==> src/rtl/decoder_pkg.sv <==
// Shared types for the scanning one-hot decoder: operating modes and FSM states.
package decoder_pkg;

  typedef enum logic [1:0] {
    DIRECT    = 2'b00,
    SCAN_UP   = 2'b01,
    SCAN_DOWN = 2'b10,
    HOLD      = 2'b11
  } mode_e;

  typedef enum logic {
    IDLE = 1'b0,
    RUN  = 1'b1
  } state_e;

endpackage

==> src/rtl/dwell_timer.sv <==
// Down-counting dwell timer: holds each scan line for dwell+1 clocks; expire marks the last clock.
module dwell_timer #(
  parameter int unsigned DWELL_W = 8
) (
  input  logic               clk,
  input  logic               rst_n,
  input  logic               clear,
  input  logic               reload,
  input  logic               hold,
  input  logic [DWELL_W-1:0] dwell,
  output logic               expire
);

  logic [DWELL_W-1:0] timer_q, timer_d;

  // Clear beats reload beats hold; a zero count rests until reloaded.
  always_comb begin
    timer_d = timer_q;
    if (clear) begin
      timer_d = '0;
    end else if (reload) begin
      timer_d = dwell;
    end else if (!hold && (timer_q != '0)) begin
      timer_d = timer_q - DWELL_W'(1);
    end
  end

  always_ff @(posedge clk) begin
    if (!rst_n) begin
      timer_q <= '0;
    end else begin
      timer_q <= timer_d;
    end
  end

  assign expire = (timer_q == '0);

endmodule

==> src/rtl/decoder_scan_nto2n.sv <==
// Registered N-to-2^N one-hot decoder with direct select, timed up/down auto-scan and hold.
module decoder_scan_nto2n
  import decoder_pkg::*;
#(
  parameter int unsigned SEL_W   = 3,
  parameter int unsigned DWELL_W = 8
) (
  input  logic                  clk,
  input  logic                  rst_n,
  input  logic                  EN,
  input  logic [1:0]            mode,
  input  logic [SEL_W-1:0]      in,
  input  logic                  load,
  input  logic [DWELL_W-1:0]    dwell,
  output logic [(2**SEL_W)-1:0] out,
  output logic [SEL_W-1:0]      idx,
  output logic                  active,
  output logic                  wrap
);

  localparam int unsigned NOUT = 2 ** SEL_W;

  state_e state_q, state_d;
  mode_e  mode_in, mode_q;

  logic [SEL_W-1:0] idx_q, idx_d;
  logic [NOUT-1:0]  out_q, out_d;
  logic             active_q, active_d;
  logic             wrap_q, wrap_d;

  logic t_clear, t_reload, t_hold, t_expire;
  logic mode_switch;

  assign mode_in = mode_e'(mode);

  dwell_timer #(
    .DWELL_W(DWELL_W)
  ) u_dwell_timer (
    .clk   (clk),
    .rst_n (rst_n),
    .clear (t_clear),
    .reload(t_reload),
    .hold  (t_hold),
    .dwell (dwell),
    .expire(t_expire)
  );

  // State register
  always_ff @(posedge clk) begin
    if (!rst_n) begin
      state_q <= IDLE;
    end else begin
      state_q <= state_d;
    end
  end

  // Next-state logic
  always_comb begin
    state_d = EN ? RUN : IDLE;
  end

  // Entering a scan from DIRECT or the opposite scan restarts the dwell; leaving HOLD does not.
  assign mode_switch = (mode_q != mode_in) && (mode_q != HOLD);

  // Output / datapath logic
  always_comb begin
    idx_d    = idx_q;
    wrap_d   = 1'b0;
    active_d = 1'b0;
    t_clear  = 1'b0;
    t_reload = 1'b0;
    t_hold   = 1'b0;
    if (state_d == IDLE) begin
      t_clear = 1'b1;
    end else if (state_q == IDLE) begin
      active_d = 1'b1;
      idx_d    = in;
      t_hold   = (mode_in == HOLD);
      t_reload = (mode_in != HOLD);
    end else begin
      active_d = 1'b1;
      unique case (mode_in)
        DIRECT: begin
          idx_d    = in;
          t_reload = 1'b1;
        end
        SCAN_UP, SCAN_DOWN: begin
          if (load) begin
            idx_d    = in;
            t_reload = 1'b1;
          end else if (mode_switch) begin
            t_reload = 1'b1;
          end else if (t_expire) begin
            t_reload = 1'b1;
            if (mode_in == SCAN_UP) begin
              idx_d  = idx_q + SEL_W'(1);
              wrap_d = (idx_q == '1);
            end else begin
              idx_d  = idx_q - SEL_W'(1);
              wrap_d = (idx_q == '0);
            end
          end
        end
        HOLD: begin
          t_hold = 1'b1;
        end
      endcase
    end
  end

  // Encode from the next index so out and idx change on the same edge.
  always_comb begin
    out_d = '0;
    if (active_d) begin
      out_d = NOUT'(1) << idx_d;
    end
  end

  always_ff @(posedge clk) begin
    if (!rst_n) begin
      idx_q    <= '0;
      out_q    <= '0;
      active_q <= 1'b0;
      wrap_q   <= 1'b0;
      mode_q   <= DIRECT;
    end else begin
      idx_q    <= idx_d;
      out_q    <= out_d;
      active_q <= active_d;
      wrap_q   <= wrap_d;
      if (EN) begin
        mode_q <= mode_in;
      end
    end
  end

  assign out    = out_q;
  assign idx    = idx_q;
  assign active = active_q;
  assign wrap   = wrap_q;

endmodule

==> config.mk <==
export PLATFORM = sky130hd
export DESIGN_NAME = decoder_scan_nto2n
export DESIGN_NICKNAME = d
export VERILOG_FILES = /design/src/rtl/decoder_pkg.sv /design/src/rtl/dwell_timer.sv /design/src/rtl/decoder_scan_nto2n.sv
export SDC_FILE = /design/constraint.sdc
export NUM_CORES = 1
export LEC_CHECK = 0
export CORE_MARGIN = 2
export CORE_UTILIZATION = 55
export CTS_BUF_LIST = sky130_fd_sc_hd__clkbuf_8
export CTS_CLUSTER_DIAMETER = 200
export DETAILED_ROUTE_END_ITERATION = 7
export GPL_ROUTABILITY_DRIVEN = 1
export GPL_TIMING_DRIVEN = 1
export PLACE_DENSITY = 0.89
export SLEW_MARGIN = 10
export SYNTH_ARGS = -nofsm -noshare
export SYNTH_HDL_FRONTEND = slang
export SYNTH_SLANG_ARGS = --single-unit
==> constraint.sdc <==
create_clock -name clk -period 3.85 [get_ports clk]
set_input_delay 0.77 -clock clk [delete_from_list [all_inputs] [get_ports clk]]
set_output_delay 0.77 -clock clk [all_outputs]
set_load 0.03 [all_outputs]
* Word level (Yosys, flattened, before mapping)
Cells that the tools add are included.
W data, S select, Z words.
** Operators by class
- Add/sub/neg operators :: 3
- Eq/ne operators :: 7
- Shift-type cells :: 1
- Multiplexer cells :: 21
- Bitwise gates (word level) :: 5
- Reductions and logical operators :: 12
** Operators with widths (number)
- $mux W3 :: 6
- $mux W8 :: 2
- $mux W1 :: 11
- $logic_not A8 Y1 :: 1
- $reduce_bool A8 Y1 :: 1
- $shl A1 B3 Y8 const A :: 1
- $sub A8 B1 Y8 const B :: 1
- $reduce_or A7 Y1 :: 1
- $pmux W3 S2 :: 1
- $not A1 Y1 :: 5
- $eq A2 B2 Y1 const B :: 2
- $ne A2 B2 Y1 const B :: 2
- $reduce_and A2 Y1 :: 2
- $add A3 B1 Y3 const B :: 1
- $eq A3 B3 Y1 const B :: 1
- $logic_not A3 Y1 :: 1
- $sub A3 B1 Y3 const B :: 1
- $eq A2 B1 Y1 const B :: 1
- $logic_and A1 B1 Y1 :: 2
- $logic_not A2 Y1 :: 1
- $ne A2 B2 Y1 :: 1
- $pmux W1 S2 :: 1
- $reduce_bool A2 Y1 :: 1
- $reduce_or A2 Y1 :: 1
- $logic_not A1 Y1 :: 1
** Word-level totals
- Flip-flop bits (word level) :: 24
- Input port bits :: 17
- Output and inout bits :: 13

* Longest topological paths before layout
Gate-level depths: netlist of run 1.
- Depth in word-level cells :: 9
- Depth in mapped cells :: 9
- Gate-level depth less buffers :: 8

* Hierarchy
Synthesis of run 1 repeated with hierarchy kept, for this count alone.
** Unflattened totals
- Cells, all modules :: 160
- Area, all modules :: 1372.6 um^2
** By module, submodules not included
- decoder_scan_nto2n :: instances 1, cells each 101, area an instance 864.6 um^2
- dwell_timer :: instances 1, cells each 59, area an instance 508.0 um^2

* Least setup slack after synthesis of run 1
No wires, ideal clock.
- Path type :: input-to-reg
- Start point :: input port mode[1]
- End point :: register out_q[4] (netlist: out[4])
- Library setup time :: 0.078 ns
- Arrival :: 2.507 ns
- Path slack :: 1.265 ns
- Stages :: 8
- Buffers on the path :: 0
- Path through :: inv_1 -> ha_1 -> fa_1 -> xnor2_1 -> nor4b_2 -> and3_1 -> or4_4 -> nor3_1
** Between the ends
- Cells in the longest elaborated chain, start to end :: 9
- Elaborated cells on any way between the ends :: 14
** Ends and longest elaborated chain
- from (decl) :: line decoder_scan_nto2n.sv:11 : input logic [1:0] mode,
- $eq A2 B1 Y1 :: line decoder_scan_nto2n.sv:82, decoder_scan_nto2n.sv:95
- $mux W3 :: line decoder_scan_nto2n.sv:95 : if (mode_in == SCAN_UP) begin
- $mux W3 :: line decoder_scan_nto2n.sv:93 : end else if (t_expire) begin
- $mux W3 :: line decoder_scan_nto2n.sv:91 : end else if (mode_switch) begin
- $mux W3 :: line decoder_scan_nto2n.sv:88 : if (load) begin
- $pmux W3 S2 * :: line decoder_scan_nto2n.sv:82 : unique case (mode_in)
- $mux W3 * :: line decoder_scan_nto2n.sv:75 : end else if (state_q == IDLE) begin
- $mux W3 * :: line decoder_scan_nto2n.sv:73 : if (state_d == IDLE) begin
- $shl A1 B3 Y8 * :: line decoder_scan_nto2n.sv:115 : out_d = NOUT'(1) << idx_d;
- to (signal assigned) :: line decoder_scan_nto2n.sv:128 : out_q <= out_d;
- to (decl) :: line decoder_scan_nto2n.sv:27 : logic [NOUT-1:0] out_q, out_d;
Mark *: on every way between the ends. The rest lies on a longest branch, timed or not.
A chain may end at the register's enable or synchronous reset.

* Worst setup path after layout of run 1
- Start point :: input port mode[1]
- End point :: register out_q[7] (netlist: out[7])
The elaborated chain is that of the path after synthesis.

==> flow_summary.json, run 1 <==
{
  "yosys.cell_count.top_type": "dfxtp_1",
  "critical_path.reg2reg.startpoint": "u_dwell_timer.timer_q[0]",
  "crit_start": "mode[1]",
  "layout.area.seq_um2": 460,
  "cp_max_fo": 4,
  "synthArstFlopShare_pct": 0,
  "cellPowerDensity_nw_per_um2": 385,
  "syn-mean-instance-area_um2": 8.69,
  "cts_buffers": 3,
  "post_route_cells_drive_above_1_share_pct": 7.56,
  "grt_overflow_total": 0,
  "type_of_the_tightest_min_delay_check": "flip-flop to flip-flop",
  "clock_tree_from_tritoncts": "done",
  "fp.dieArea_um2": 2660,
  "layout.nets": 195,
  "first_pass_grt_wire_length_mm": 4.58,
  "die_span_in_x_um": 51.5,
  "antenna_cells": 0,
  "synthFlopType": "dfxtp_1",
  "final_critical_path_setup_slack_ps": 833,
  "drt.antenna.violating_nets": 0,
  "ys_types": 45,
  "drc": 0,
  "drt_iter0_markers": 40,
  "syn_area_um2": 1240,
  "period_share_pct": 78.4,
  "finalCriticalPeriod_ps": 3020,
  "post_synth_edffs": 0,
  "detail_route.first_pass.iterations": 4,
  "port_buffers": 29,
  "post_placement_worst_setup_slack_ps": 565,
  "fillCellCount": 175,
  "clock_tree.htree_level_count": 1,
  "yosys.area.top_type": "dfxtp_1",
  "cts_setup_buffers": 0,
  "route.detailed.wl_per_inst_um": 14.3,
  "clock_latency_ps": 270,
  "number_of_antenna_violations_at_the_first_check_in_global_routing": 0,
  "unrepaired_setup_endpoints_after_global_routing": "false",
  "fmax_mhz": 331,
  "final-hold-violation-count": 0,
  "end_kind": "flip-flop",
  "final.setup.tns_ps": 0,
  "grt_start_max_net_pins": 17,
  "setup.worst_path.start_class": "primary input",
  "hold_start": "mode_q[1]",
  "timing.critical_path.arrival_ps": 3200,
  "pin_count": 30,
  "worst_setup_hold_path_clk_slew_ps": 80,
  "average_via_count_per_standard_cell": 5.84,
  "worst-setup-path-type": "primary input to flip-flop",
  "grt_pass1_vias": 1062,
  "dp.final_hpwl_mm": 2.18,
  "number_of_gates_resized_after_cts": 0,
  "netlist_top_cells_count": "dfxtp_1 (23), nor2_1 (12), inv_1 (11), nand2_1 (9), nor3_1 (9)",
  "cts.hold.buffers_added": 0,
  "grtUsageTotal_pct": 23.4,
  "syn2layout_area_growth_pct": 28.6,
  "synth_fp_nets": 165,
  "syn-instance-count": 143,
  "gp_congestion": 0.875,
  "timing.clock.skew_ps": 5.25,
  "max_slew.worst_pin.slew_ps": 598,
  "wirelength_mm": 2.85,
  "clock-sinks": 23,
  "design.core.area_um2": 2170,
  "vdd_drop_max_mv": 0.237,
  "synth-seq-cells": 23,
  "yosys_warnings": 0,
  "timing.final.max_slew_violations": 0,
  "p_leak_uw": 0.000603,
  "fraction_of_the_yosys_area_taken_by_sequential_cells_pct": 37.1,
  "start_util_pct": 57.3,
  "chipHeight_um": 51.5,
  "max-slew-margin-rel_pct": 59.1,
  "clk_root_buffer_cell": "clkbuf_8",
  "multi_input_area_um2": 726,
  "worst_ep_required_time_ps": 4030,
  "area_share_of_the_leading_cell_type_in_the_synthesized_netlist_pct": 37.1,
  "synth.top_cells.by_area": "dfxtp_1 (37%), ha_1 (4.0%), nor3_1 (3.6%)",
  "clk_path_buf_depth": 2,
  "finalSetupViolations": 0,
  "row_count": 17,
  "max_cap_viol_count": 0,
  "vias_post_dr": 1168,
  "run_status": "complete, no violations"
}
[state kept, by name (all words and copies together) (netlist names)]
signal	flops
wrap	1
u_dwell_timer.timer_q	8
state_q	1
mode_q	2
out	8
idx	3
[worst max-delay path, stage by stage]
cell	delay, ps
clkdlybuf4s50_1	510
inv_1	90
ha_1	240
fa_1	390
xnor2_1	180
nor4b_2	80
and3_1	230
or4_4	540
nor3_1	170
[area by class of cell]
type,count,share of cell area (%)
Multi-Input combinational cell,105,45.4
Sequential cell,23,28.8
Timing Repair Buffer,29,18.2
Clock buffer,3,2.58
Inverter,11,2.58
Tap cell,28,2.19
Clock inverter,1,0.235
[cell families after synthesis]
logic type	synth area share (%)
fa+ha+maj	5.64
buf+inv	4.53
simple gates	24.9
mux	2.52
flops	37.1
xor+xnor	6.34
compound gates	19.0
[layout by cell type (no fill, tap or decap), drive strengths merged, types with 2 or more instances in the layout]
cell type	Yosys	final
or4	3	3
clkbuf	4	3
nand2	9	9
mux2i	2	2
a21oi	8	8
o2111ai	2	2
nor2	12	12
a211oi	5	5
nand2b	4	4
ha	4	4
o21ai	8	8
nor4	3	3
xnor2	5	5
inv	11	12
xor2	4	4
nor3	9	9
dfxtp	23	23
clkdlybuf4s50	0	29
and2	3	3
[metal layers]
layer | GRT usage (%) | vias up | share of wire (%)
li1 | - | 577 | -
met1 | 28.7 | 542 | 44
met2 | 39.5 | 42 | 49
met3 | 3.45 | 7 | 5.5
met4 | 12.3 | 0 | 1.8
met5 | 0 | - | 0
[metrics by stage]
| step | cell area (um^2) | hold WS (ps) | cells | utilization, % | power, uW |
|---|---|---|---|---|---|
| after detailed placement | 1550 | 531 | 196 | 71.6 | 469 |
| after global placement | 1550 | 517 | 196 | 71.6 | 462 |
| after floorplan | 1240 | 485 | 143 | - | 414 |
| after CTS | 1600 | 547 | 200 | 73.6 | 612 |
| after global routing | 1600 | 578 | 200 | 73.6 | 643 |
| final | 1600 | 540 | 200 | 73.6 | 614 |
[power breakdown]
group / switching, uW / internal (uW) / leakage (uW)
Clock: 77.8 / 71.3 / 0.0000269
Sequential: 15.5 / 254 / 0.000188
Combinational: 105 / 90.9 / 0.000388
Total: 198 / 416 / 0.000603
[path summary, 6_finish.rpt]
| path | end | slack, ps | cells past startpoint |
|---|---|---|---|
| setup / recovery | out[7] | 830 | 9 |
| hold / removal | mode_q[1] | 540 | 2 |
| setup reg to reg | out[7] | 1510 | 8 |
| hold reg to reg | mode_q[1] | 540 | 2 |
Power figures use the tool's default switching activity.
==> inputs of run 2 (changes only) <==
--- a/config.mk
+++ b/config.mk
@@ -6,13 +6,13 @@
 export NUM_CORES = 1
 export LEC_CHECK = 0
 export CORE_MARGIN = 2
-export CORE_UTILIZATION = 55
+export CORE_UTILIZATION = 46
 export CTS_BUF_LIST = sky130_fd_sc_hd__clkbuf_8
 export CTS_CLUSTER_DIAMETER = 200
 export DETAILED_ROUTE_END_ITERATION = 7
 export GPL_ROUTABILITY_DRIVEN = 1
 export GPL_TIMING_DRIVEN = 1
-export PLACE_DENSITY = 0.89
+export PLACE_DENSITY = 0.8
 export SLEW_MARGIN = 10
 export SYNTH_ARGS = -nofsm -noshare
 export SYNTH_HDL_FRONTEND = slang
==> constraint.sdc (replaced) <==
create_clock -name clk -period 2.7 [get_ports clk]
set_input_delay 0.54 -clock clk [delete_from_list [all_inputs] [get_ports clk]]
set_output_delay 0.54 -clock clk [all_outputs]
set_load 0.03 [all_outputs]
==> flow_summary.json, run 2 (synthesized netlist as in run 1, its figures left out) <==
{
  "chipHeight_um": 56.0,
  "grtUsageTotal_pct": 20.1,
  "fp.dieArea_um2": 3130,
  "fillCellCount": 209,
  "vias_post_dr": 1196,
  "power.switching_uw": 292,
  "finalSetupViolations": 0,
  "design.core.area_um2": 2520,
  "timing.critical_path.arrival_ps": 2710,
  "power_uw": 912,
  "p_leak_uw": 0.000708,
  "grt_overflow_total": 0,
  "timing.clock.skew_ps": 7.85,
  "row_count": 18,
  "end_kind": "flip-flop",
  "multi_input_area_um2": 778,
  "vdd_drop_max_mv": 0.388,
  "period_share_pct": 93.3,
  "switching_share_pct": 32.1,
  "fmax_mhz": 397,
  "most-common-layout-cells": "clkdlybuf4s50_1 (27), dfxtp_1 (23), buf_4 (16)",
  "clock_tree_from_tritoncts": "done",
  "cts_buffers": 3,
  "worst_ep_required_time_ps": 2890,
  "worst-setup-path-type": "flip-flop to flip-flop",
  "die_span_in_x_um": 56.0,
  "gp_congestion": 0.806,
  "route.detailed.wl_per_inst_um": 14.5,
  "commonest_non_fill_non_tap_cell_in_the_layout": "clkdlybuf4s50_1",
  "max_cap_viol_count": 0,
  "layout.nets": 211,
  "power_report.internal_total_uw": 620,
  "clk_path_buf_depth": 2,
  "cts.hold.buffers_added": 0,
  "drc": 0,
  "clock_tree.htree_level_count": 1,
  "unrepaired_setup_endpoints_after_global_routing": "false",
  "placed_area_um2": 1670,
  "setup.worst_path.start_class": "flip-flop",
  "antenna_cells": 0,
  "run_status": "complete, no violations",
  "cellPowerDensity_nw_per_um2": 513,
  "clock-sinks": 23,
  "timing.final.max_slew_violations": 0,
  "drt_iter0_markers": 22,
  "first_pass_grt_wire_length_mm": 5.06,
  "max-slew-margin-rel_pct": 69.1,
  "max_slew.worst_pin.slew_ps": 461,
  "worst_setup_hold_path_clk_slew_ps": 80,
  "average_via_count_per_standard_cell": 5.49,
  "final_cell_area_um2": 1780,
  "detail_route.first_pass.iterations": 4,
  "finalCriticalPeriod_ps": 2520,
  "share_comb_of_total_power_pct": 35.0,
  "dp.final_hpwl_mm": 2.37,
  "wirelength_mm": 3.17,
  "type_of_the_tightest_min_delay_check": "flip-flop to flip-flop",
  "clk_root_buffer_cell": "clkbuf_8",
  "post_route_cells_drive_above_1_share_pct": 20.7,
  "pin_count": 30,
  "start_util_pct": 49.3,
  "number_of_antenna_violations_at_the_first_check_in_global_routing": 0,
  "syn2layout_area_growth_pct": 43.1,
  "cp_max_fo": 4,
  "grt_pass1_vias": 1178,
  "final-hold-violation-count": 0,
  "drt.antenna.violating_nets": 0,
  "grt_start_max_net_pins": 17,
  "port_buffers": 29,
  "layout.area.seq_um2": 460,
  "seqPwrFrac_pct": 42.3,
  "clock_latency_ps": 270,
  "power.share.clock_pct": 22.7
}
[run 2: worst paths after layout]
kind | start | to | slack (ps) | depth (start not counted)
max | u_dwell_timer.timer_q[0] | out[4] | 180 | 8
min | mode_q[0] | mode_q[0] | 550 | 2
max reg2reg | u_dwell_timer.timer_q[0] | out[4] | 180 | 8
min reg2reg | mode_q[0] | mode_q[0] | 550 | 2
[run 2: metrics by stage]
step | setup slack (ps) | TNS [ps] | utilization, % | std cells | hold slack [ps]
detailed placement | -220 | -1310 | 66.1 | 213 | 535
global route | 68.3 | 0 | 70.5 | 218 | 570
CTS | 35.3 | 0 | 67.9 | 217 | 554
global placement | -151 | -674 | 66.1 | 213 | 512
floorplan | 345 | 0 | - | 143 | 485
finish | 180 | 0 | 70.5 | 218 | 546
[run 2: area by class of cell]
cell class                      instances  area share, %
Tap cell                               30           2.11
Clock inverter                          1          0.211
Multi-Input combinational cell        105           43.8
Inverter                               11           2.32
Timing Repair Buffer                   45           23.4
Sequential cell                        23           25.9
Clock buffer                            3           2.32
[run 2: power groups by stage]
stage | Sequential, uW | Clock (uW) | Combinational [uW]
after CTS | 384 | 208 | 304
after detailed placement | 392 | 0 | 302
after global routing | 389 | 220 | 349
after global placement | 391 | 0 | 294
after floorplan | 403 | 0 | 187
final | 385 | 207 | 319
[run 2: metal layers]
| metal | part of all wire [%] | up-vias | routed length, um | track usage (%) |
|---|---|---|---|---|
| met4 | 0.79 | 0 | 25 | 6.12 |
| li1 | - | 602 | - | - |
| met2 | 52 | 31 | 1640 | 37.5 |
| met1 | 43 | 559 | 1380 | 22.9 |
| met3 | 4.0 | 4 | 126 | 3.49 |
| met5 | 0 | - | 0 | 0 |
[run 2: critical path: stages, from the launching register on]
cell     delay (ps)
dfxtp_1         340
inv_1            60
ha_1            190
or3b_2          510
nor2_1          170
nor4b_2         320
nor3b_2         100
or4_4           570
nor3_2          190
[run 2: what timing repair did]
action,in CTS,in global routing
gates resized for setup,0,14
endpoints found under the setup margin,0,8
setup buffers,0,1
